### src/rtl/reset_seq_pkg.sv
// Shared types and helpers for the reset sequencer.
// Holds the sequencer state encoding and the loss counter width.
package reset_seq_pkg;

    typedef enum logic [2:0] {
        PLL_RST   = 3'd0,
        WAIT_LOCK = 3'd1,
        STABLE    = 3'd2,
        RELEASE   = 3'd3,
        RUN       = 3'd4
    } state_t;

    localparam int LOSS_W = 8;

    function automatic int max_of(input int a, input int b);
        return (a > b) ? a : b;
    endfunction

endpackage

### src/rtl/reset_sequencer_if.sv
// Lock/reset bundle between the sequencer and its environment.
// master is the sequencer side, slave is the PLL/domain side.
interface reset_sequencer_if #(
    parameter int N_LOCK = 2,
    parameter int N_DOM  = 3
);
    import reset_seq_pkg::*;

    logic              ext_rst;
    logic [N_LOCK-1:0] lock_in;
    logic [N_LOCK-1:0] lock_mask;
    logic              pll_rst;
    logic [N_DOM-1:0]  dom_rst;
    logic              all_ready;
    logic [LOSS_W-1:0] loss_count;
    logic              timeout_err;

    modport master (
        input  ext_rst, lock_in, lock_mask,
        output pll_rst, dom_rst, all_ready,
        output loss_count, timeout_err
    );

    modport slave (
        output ext_rst, lock_in, lock_mask,
        input  pll_rst, dom_rst, all_ready,
        input  loss_count, timeout_err
    );

endinterface

### src/rtl/reset_sequencer_sync_vec.sv
// Multi-flop synchroniser for a vector of independent async flags.
// Each bit is synchronised on its own; no cross-bit coherency.
module sync_vec #(
    parameter int WIDTH  = 1,
    parameter int STAGES = 2
) (
    input  logic             clk,
    input  logic             rst_n,
    input  logic [WIDTH-1:0] i_async,
    output logic [WIDTH-1:0] o_sync
);

    logic [WIDTH-1:0] r_q [STAGES];

    always_ff @(posedge clk or negedge rst_n) begin
        if (!rst_n) begin
            for (int i = 0; i < STAGES; i++) r_q[i] <= '0;
        end else begin
            r_q[0] <= i_async;
            for (int i = 1; i < STAGES; i++) r_q[i] <= r_q[i-1];
        end
    end

    assign o_sync = r_q[STAGES-1];

endmodule

### src/rtl/reset_sequencer.sv
// PLL reset / lock-stability controller with staged domain release.
// Re-sequences on lock loss; retries the PLLs on lock timeout.
module reset_sequencer
    import reset_seq_pkg::*;
#(
    parameter int N_LOCK         = 2,
    parameter int N_DOM          = 3,
    parameter int SYNC_STAGES    = 2,
    parameter int PLL_RST_CYCLES = 8,
    parameter int STABLE_CYCLES  = 1024,
    parameter int STAGE_GAP      = 16,
    parameter int LOCK_TIMEOUT   = 1048576
) (
    input logic               clk,
    input logic               rst_n,
    reset_sequencer_if.master bus
);

    localparam int MAX_CNT = max_of(max_of(PLL_RST_CYCLES, STABLE_CYCLES),
                                    max_of(STAGE_GAP, LOCK_TIMEOUT));
    localparam int CNT_W = $clog2(MAX_CNT + 1);

    localparam logic [CNT_W-1:0] PLL_LAST = CNT_W'(PLL_RST_CYCLES - 1);
    localparam logic [CNT_W-1:0] STB_LAST = CNT_W'(STABLE_CYCLES - 1);
    localparam logic [CNT_W-1:0] GAP_LAST = CNT_W'(STAGE_GAP - 1);
    localparam logic [CNT_W-1:0] TO_LAST  = CNT_W'(LOCK_TIMEOUT - 1);

    state_t            r_state;
    logic [CNT_W-1:0]  r_cnt;
    logic              r_pll_rst;
    logic [N_DOM-1:0]  r_dom_rst;
    logic              r_all_ready;
    logic [LOSS_W-1:0] r_loss;
    logic              r_timeout;

    logic [N_LOCK-1:0] w_lock_s;
    logic              w_ext_s;
    logic              w_lock_ok;

    sync_vec #(.WIDTH(N_LOCK), .STAGES(SYNC_STAGES)) u_lock_sync (
        .clk     (clk),
        .rst_n   (rst_n),
        .i_async (bus.lock_in),
        .o_sync  (w_lock_s)
    );

    sync_vec #(.WIDTH(1), .STAGES(SYNC_STAGES)) u_ext_sync (
        .clk     (clk),
        .rst_n   (rst_n),
        .i_async (bus.ext_rst),
        .o_sync  (w_ext_s)
    );

    // Masked-off PLLs count as locked
    assign w_lock_ok = &(w_lock_s | ~bus.lock_mask);

    always_ff @(posedge clk or negedge rst_n) begin
        if (!rst_n) begin
            r_state     <= PLL_RST;
            r_cnt       <= '0;
            r_pll_rst   <= 1'b1;
            r_dom_rst   <= '1;
            r_all_ready <= 1'b0;
            r_loss      <= '0;
            r_timeout   <= 1'b0;
        end else if (w_ext_s) begin
            r_state     <= PLL_RST;
            r_cnt       <= '0;
            r_pll_rst   <= 1'b1;
            r_dom_rst   <= '1;
            r_all_ready <= 1'b0;
        end else begin
            case (r_state)
                PLL_RST: begin
                    if (r_cnt == PLL_LAST) begin
                        r_state   <= WAIT_LOCK;
                        r_cnt     <= '0;
                        r_pll_rst <= 1'b0;
                    end else begin
                        r_cnt <= r_cnt + 1'b1;
                    end
                end
                WAIT_LOCK: begin
                    if (w_lock_ok) begin
                        r_state <= STABLE;
                        r_cnt   <= '0;
                    end else if (r_cnt == TO_LAST) begin
                        r_state   <= PLL_RST;
                        r_cnt     <= '0;
                        r_pll_rst <= 1'b1;
                        r_timeout <= 1'b1;
                    end else begin
                        r_cnt <= r_cnt + 1'b1;
                    end
                end
                STABLE: begin
                    if (!w_lock_ok) begin
                        r_state <= WAIT_LOCK;
                        r_cnt   <= '0;
                    end else if (r_cnt == STB_LAST) begin
                        r_state   <= RELEASE;
                        r_cnt     <= '0;
                        r_dom_rst <= r_dom_rst << 1;
                    end else begin
                        r_cnt <= r_cnt + 1'b1;
                    end
                end
                RELEASE, RUN: begin
                    // Zeros shift in from bit 0, so domains release low-first
                    if (!w_lock_ok) begin
                        r_state     <= WAIT_LOCK;
                        r_cnt       <= '0;
                        r_dom_rst   <= '1;
                        r_all_ready <= 1'b0;
                        if (r_loss != '1) r_loss <= r_loss + 1'b1;
                    end else if (r_state == RELEASE) begin
                        if (!r_dom_rst[N_DOM-1]) begin
                            r_state     <= RUN;
                            r_all_ready <= 1'b1;
                        end else if (r_cnt == GAP_LAST) begin
                            r_cnt     <= '0;
                            r_dom_rst <= r_dom_rst << 1;
                        end else begin
                            r_cnt <= r_cnt + 1'b1;
                        end
                    end
                end
                default: begin
                    r_state     <= PLL_RST;
                    r_cnt       <= '0;
                    r_pll_rst   <= 1'b1;
                    r_dom_rst   <= '1;
                    r_all_ready <= 1'b0;
                end
            endcase
        end
    end

    assign bus.pll_rst     = r_pll_rst;
    assign bus.dom_rst     = r_dom_rst;
    assign bus.all_ready   = r_all_ready;
    assign bus.loss_count  = r_loss;
    assign bus.timeout_err = r_timeout;

endmodule

### src/flat_wrapper.sv
// flat-port wrapper written by rule: the top's interface ports become plain ports
module reset_sequencer_flat import reset_seq_pkg::*;
#(
    parameter int N_LOCK         = 2,
    parameter int N_DOM          = 3,
    parameter int SYNC_STAGES    = 2,
    parameter int PLL_RST_CYCLES = 8,
    parameter int STABLE_CYCLES  = 1024,
    parameter int STAGE_GAP      = 16,
    parameter int LOCK_TIMEOUT   = 1048576
)
  (clk, rst_n, bus_ext_rst, bus_lock_in, bus_lock_mask, bus_pll_rst, bus_dom_rst, bus_all_ready, bus_loss_count, bus_timeout_err);
  reset_sequencer_if #(.N_LOCK(N_LOCK), .N_DOM(N_DOM)) bus_i ();
  input logic clk;
  input logic rst_n;
  input wire logic [$bits(bus_i.ext_rst)-1:0] bus_ext_rst;
  input wire logic [$bits(bus_i.lock_in)-1:0] bus_lock_in;
  input wire logic [$bits(bus_i.lock_mask)-1:0] bus_lock_mask;
  output wire logic [$bits(bus_i.pll_rst)-1:0] bus_pll_rst;
  output wire logic [$bits(bus_i.dom_rst)-1:0] bus_dom_rst;
  output wire logic [$bits(bus_i.all_ready)-1:0] bus_all_ready;
  output wire logic [$bits(bus_i.loss_count)-1:0] bus_loss_count;
  output wire logic [$bits(bus_i.timeout_err)-1:0] bus_timeout_err;
  assign bus_i.ext_rst = bus_ext_rst;
  assign bus_i.lock_in = bus_lock_in;
  assign bus_i.lock_mask = bus_lock_mask;
  assign bus_pll_rst = bus_i.pll_rst;
  assign bus_dom_rst = bus_i.dom_rst;
  assign bus_all_ready = bus_i.all_ready;
  assign bus_loss_count = bus_i.loss_count;
  assign bus_timeout_err = bus_i.timeout_err;
  reset_sequencer #(.N_LOCK(N_LOCK), .N_DOM(N_DOM), .SYNC_STAGES(SYNC_STAGES), .PLL_RST_CYCLES(PLL_RST_CYCLES), .STABLE_CYCLES(STABLE_CYCLES), .STAGE_GAP(STAGE_GAP), .LOCK_TIMEOUT(LOCK_TIMEOUT)) u_core (.clk(clk), .rst_n(rst_n), .bus(bus_i));
endmodule
### config.mk
export PLATFORM = sky130hd
export DESIGN_NAME = reset_sequencer_flat
export DESIGN_NICKNAME = d
export VERILOG_FILES = /design/src/rtl/reset_seq_pkg.sv /design/src/rtl/reset_sequencer_if.sv /design/src/rtl/reset_sequencer_sync_vec.sv /design/src/rtl/reset_sequencer.sv /design/src/flat_wrapper.sv
export SDC_FILE = /design/constraint.sdc
export NUM_CORES = 1
export LEC_CHECK = 0
export CORE_MARGIN = 8
export CORE_UTILIZATION = 40
export DETAILED_ROUTE_END_ITERATION = 8
export PLACE_DENSITY = 0.64
export SLEW_MARGIN = 15
export SYNTH_ARGS = -nofsm -noshare
export SYNTH_HDL_FRONTEND = slang
export SYNTH_SLANG_ARGS = --single-unit
export TNS_END_PERCENT = 100
### constraint.sdc
create_clock -name clk -period 2.2 [get_ports clk]
set_input_delay 0.55 -clock clk [delete_from_list [all_inputs] [get_ports clk]]
set_output_delay 0.55 -clock clk [all_outputs]
set_load 0.1 [all_outputs]
; After elaboration in Yosys (flattened, before gate mapping)
; Index checks and enable logic that the tools add are counted.
[op_classes]
addsub = 2
n_eq_ne = 23
n_mux = 39
bitwise_logic = 4
n_reduce_logical = 14
[op_table]
columns = op, n
row1 = $mux 21, 10
row2 = $pmux 21 s4, 1
row3 = $mux 3, 16
row4 = $add 21x1->21 const B, 1
row5 = $eq 21x10->1 const B, 1
row6 = $eq 21x20->1 const B, 1
row7 = $eq 21x3->1 const B, 1
row8 = $eq 21x4->1 const B, 1
row9 = $ne 4x4->1 const B, 4
row10 = $reduce_and 4->1, 4
row11 = $ne 3x2->1 const B, 4
row12 = $pmux 3 s4, 1
row13 = $pmux 3 s3, 1
row14 = $add 8x1->8 const B, 1
row15 = $mux 1, 8
row16 = $ne 8x8->1 const B, 1
row17 = $eq 3x2->1 const B, 2
row18 = $ne 2x1->1 const B, 3
row19 = $reduce_and 6->1, 1
row20 = $reduce_or 3->1, 2
row21 = $reduce_and 5->1, 1
row22 = $ne 4x2->1 const B, 1
row23 = $ne 4x3->1 const B, 1
row24 = $reduce_and 2->1, 2
row25 = other kinds (11), 13
[totals]
regBits = 44
inputBits = 7
output_inout_bits = 14
word_cells = 94

; Logic depth before layout (Yosys ltp)
[logic_depth]
ltp_word = 7
ltp_mapped = 9

; Hierarchy
; Synthesis repeated with hierarchy kept, for this count alone.
[hier_totals]
cells_unflattened = 274
area_unflattened_um2 = 2473.6
[by_module_without_submodules]
columns = mod, n_inst, cells_each, area_per_inst_um2
row1 = reset_sequencer, 1, 266, 2308.5
row2 = sync_vec at u_core.u_lock_sync, 1, 6, 115.1
row3 = sync_vec at u_core.u_ext_sync, 1, 2, 50.0

; Worst setup path after synthesis
; No wires, ideal clock.
[synth_path]
kind = flip-flop to flip-flop
start = register u_core.r_loss[2], in the netlist u_core.bus.loss_count[2]
end = register u_core.r_loss[3], in the netlist u_core.bus.loss_count[3]
setup_time_ns = 0.159
t_arrival_ns = 2.486
setup_slack_ns = -0.444
path_stages_with_launch = 8
n_path_buf = 0
cell_sequence = dfrtp_1 -> and3_1 -> and3_1 -> and3_1 -> nor4_1 -> and3_1 -> nand2_1 -> xnor2_1
[synth_via]
elab_chain_cells = 2
elab_cells_between_ends = 3
classes_between = 1 x add/sub / 1 x eq/ne / 1 x reduce/logical
[synth_rtl]
columns = item, line_no
row1 = from (decl), reset_sequencer.sv:33  ; logic [LOSS_W-1:0] r_loss;
row2 = from (signal assigned), reset_sequencer.sv:115  ; if (r_loss != '1) r_loss <= r_loss + 1'b1;
row3 = branches (longest 2 deep; another with $add 8x1->8), n/a
; Parallel ways; which one is timed is not known.
; A chain may end at the register's enable or synchronous reset.

; Final worst setup path
[layout_path]
start = register u_core.r_cnt[13]
end = register u_core.r_cnt[8]
[layout_via]
elab_chain_cells = 7
elab_cells_between_ends = 15
classes_between = 4 x eq/ne / 11 x mux
[layout_rtl]
columns = item, line_no
row1 = from (decl), reset_sequencer.sv:29  ; logic [CNT_W-1:0] r_cnt;
row2 = from (signal assigned), reset_sequencer.sv:80  ; r_cnt <= r_cnt + 1'b1;
row3 = from (signal assigned), reset_sequencer.sv:93  ; r_cnt <= r_cnt + 1'b1;
row4 = from (signal assigned), reset_sequencer.sv:105  ; r_cnt <= r_cnt + 1'b1;
row5 = $eq 21x4->1, reset_sequencer.sv:120  ; end else if (r_cnt == GAP_LAST) begin
row6 = $mux 21, reset_sequencer.sv:120
row7 = $mux 21, reset_sequencer.sv:117  ; if (!r_dom_rst[N_DOM-1]) begin
row8 = $mux 21, reset_sequencer.sv:116  ; end else if (r_state == RELEASE) begin
row9 = $mux 21, reset_sequencer.sv:110  ; if (!w_lock_ok) begin
row10 = $pmux 21 s4 *, reset_sequencer.sv:73  ; case (r_state)
row11 = $mux 21 *, reset_sequencer.sv:66  ; end else if (w_ext_s) begin
; Mark *: on every way between the ends. The rest lies on a longest branch, timed or not. The select of a mux whose other input is x is not followed.

==> impl_metrics.tcl <==
set metrics [dict create \
    ys_warn_count 0 \
    synth_cell_types 51 \
    synth_area_leader_cell "dfrtp_1" \
    drtIter0Drc 113 \
    period_needed_ns 2.37 \
    path_delay_family "simple AND/OR/NAND/NOR gates" \
    vias 2363 \
    r2r_slack_ns -0.17 \
    clk_pin_slew_ns 0.11 \
    ant_nets 0 \
    arrival_ns 2.57 \
    use_met2_pct 27.1 \
    crit_chain "nor4_4 -> nand3_2 -> buf_6 -> nor3_4 -> o22ai_2 -> o311ai_4 -> buf_6 -> nor2_4 -> clkbuf_16 -> a22o_1" \
    start_kind "flop" \
    drv_cap 0 \
    drive_above_1_share_pct 36.8 \
    grt_pass1_vias 2370 \
    synth.avg_cell_area_um2 8.99 \
    synth_nets 284 \
    routed_wl_mm 6.75 \
    final_cell_area_um2 3570 \
    setup_viol_count_final 20 \
    dp_hpwl_mm 4.46 \
    dpl_worst_slack_ns -0.447 \
    rr_worst_depth 10 \
    die-area_um2 8950 \
    viasPerCell 5.42 \
    globalRouteMet3Util_pct 2.22 \
    nets 369 \
    synth.top_cell.area_share_pct 40.5 \
    num_rows 28 \
    cp_slowest_cell "dfrtp_1" \
    io_buffers 20 \
    firstDrtPassIters 4 \
    grtUsageTotal_pct 15.8 \
    hold_ws_ns 0.197 \
    ir_worst_vdd_v 0.000859 \
    grt_max_degree 45 \
    cts_hold_buf 0 \
    p_per_area_nw_per_um2 793 \
    synth_ff_type "dfrtp_1" \
    clock_latency_ns 0.31 \
    tritoncts "yes" \
    cts_buffers 5 \
    slew_headroom_pct 71.4 \
    worstPathBufferInverterCount 3 \
    antenna_found_initial 0 \
    diodes 0 \
    syn_inst 275 \
    grt_pass1_wl_mm 11.3 \
    outcome "complete, but fails checks" \
    wl_per_cell_um 15.5 \
    synth-edff-count 0 \
    synth_area_leaders "dfrtp_1 40%, a22o_1 5.3%, dfstp_2 4.3%" \
    area_growth_pct 44.6 \
    core_area_um2 5960 \
    crit_path_end_kind "flop" \
    timing.rr.start "u_core.r_cnt[13]" \
    p_leak_nw 1.74 \
    cts_htree_levels 2 \
    final_cell_mix "70 x buf_4, 34 x dfrtp_1, 26 x nand2_1, 19 x nor2_1, 15 x a22o_1" \
    drv_slew 0 \
    worst_pin_slew_ns 0.429 \
    finClkSkew_ns 0.0169 \
    cts_buffer_depth 2 \
    use_met1_pct 20.3 \
    grt-busiest-layer "met2" \
    fmax_mhz 422 \
    dp.cells 417 \
    fin_cells 436 \
    setup_ws_ns -0.172 \
    layout.cells.most_common "buf_4" \
    synthArstFlopShare_pct 100 \
    crit_top_cell "buf_6" \
    rsz0062_at_grt "yes" \
    cts.sinks 44 \
    reg2reg_to "u_core.r_cnt[8]" \
    synth_seq_cells 44 \
    overflow 0 \
    die_h_um 94.6 \
    crit_path_max_fanout 7 \
    path_class "reg2reg" \
    root_buffer "clkbuf_8" \
    required_ns 2.40 \
    place_area_um2 3220 \
    gp_congestion 0.850 \
    drc 0 \
    hold_violations 0 \
    yosysSeqAreaShare_pct 44.7 \
    synthesis.area_um2 2470 \
    finalCritPeriodShare_pct 108 \
    pin_count 21 \
    slowest_delay_ns 0.42 \
    initial_core_util_pct 41.5 \
    violations "setup timing" \
    die_x_um 94.6 \
    worstHoldPathType "in2async" \
]
[sequential cells by signal, indices dropped and copies added, names as in the netlist]
signal	flops
u_core.r_cnt	21
u_core.bus.loss_count	8
u_core.bus.dom_rst	3
u_core.r_state	3
u_core.u_lock_sync.o_sync	2
u_core.u_lock_sync.r_q	2
u_core.bus.all_ready	1
u_core.bus.pll_rst	1
u_core.bus.timeout_err	1
u_core.u_ext_sync.o_sync	1
u_core.u_ext_sync.r_q	1
[synth_stat cells (2+ instances only)]
cell type  instances
dfrtp_1           40
nand2_1           26
o21ai_1           20
nor2_1            19
a22o_1            15
a21oi_1           14
inv_1             12
nor3_1            12
nand3_1           11
and3_1            10
o21ai_0           10
clkbuf_1           8
nor2b_1            8
nand2b_1           7
nor4_1             7
dfstp_2            4
xnor2_1            4
xor2_1             4
a21o_1             3
o22ai_1            3
a21boi_0           2
and4_1             2
ha_1               2
nand4_1            2
nor2_2             2
o22a_1             2
or3_1              2
[cell families after synthesis]
family,count (synthesis),synth area share (%)
simple gates,115,24.6
compound gates,80,21.8
flops,44,44.7
buf+inv,24,4.15
xor+xnor,8,2.83
mux,2,0.911
fa+ha+maj,2,1.01
[how the worst max path moves through the flow]
stage / cells past startpoint / to / from / slack (ns)
detailed placement: 8 / u_core.r_cnt[15] / bus_lock_mask[0] / -0.45
CTS: 10 / u_core.r_cnt[15] / u_core.r_cnt[10] / -0.18
global route: 9 / u_core.r_cnt[2] / u_core.r_cnt[8] / -0.26
floorplan: 9 / u_core.r_cnt[8] / u_core.r_cnt[0] / -0.007
global placement: 8 / u_core.r_cnt[11] / bus_lock_mask[0] / -0.41
finish: 10 / u_core.r_cnt[8] / u_core.r_cnt[13] / -0.17
[report_power, final]
| group | total (mW) | switching [mW] | internal (mW) |
|---|---|---|---|
| logic | 1.28 | 0.696 | 0.581 |
| clock network | 0.557 | 0.325 | 0.232 |
| registers | 1.00 | 0.104 | 0.897 |
| total | 2.84 | 1.13 | 1.71 |
[layer usage]
| layer | part of all wire (%) | vias up |
|---|---|---|
| met4 | 1.1 | 0 |
| met2 | 50 | 33 |
| met3 | 3.3 | 7 |
| met1 | 45 | 1157 |
| met5 | 0 | - |
| li1 | - | 1166 |
[what timing repair did]
item | in CTS | in global routing
gates resized for setup | 17 | 16
endpoints found under the setup margin | 25 | 29
buffers inserted | 7 | 1
gates cloned | 2 | 1
endpoints found under the hold margin | 0 | 0
pin swaps | 15 | 7
[through the flow]
step | util (%) | setup TNS [ns] | power (mW)
5_1_grt | 60.0 | -4.73 | 3.00
3_5_place_dp | 54.1 | -8.84 | 2.06
4_1_cts | 58.0 | -3.15 | 2.78
6_report | 60.0 | -2.53 | 2.84
3_3_place_gp | 54.1 | -8.06 | 2.04
2_1_floorplan | - | -0.0496 | 1.71
[layout make-up]
type,instances,area (um2)
Timing Repair Buffer,89,801
Multi-Input combinational cell,207,1420
Clock inverter,3,25.0
Tap cell,75,93.8
Inverter,13,48.8
Clock buffer,5,68.8
Fill cell,506,2380
Sequential cell,44,1120
No activity file was read; power rests on OpenSTA's default activity.
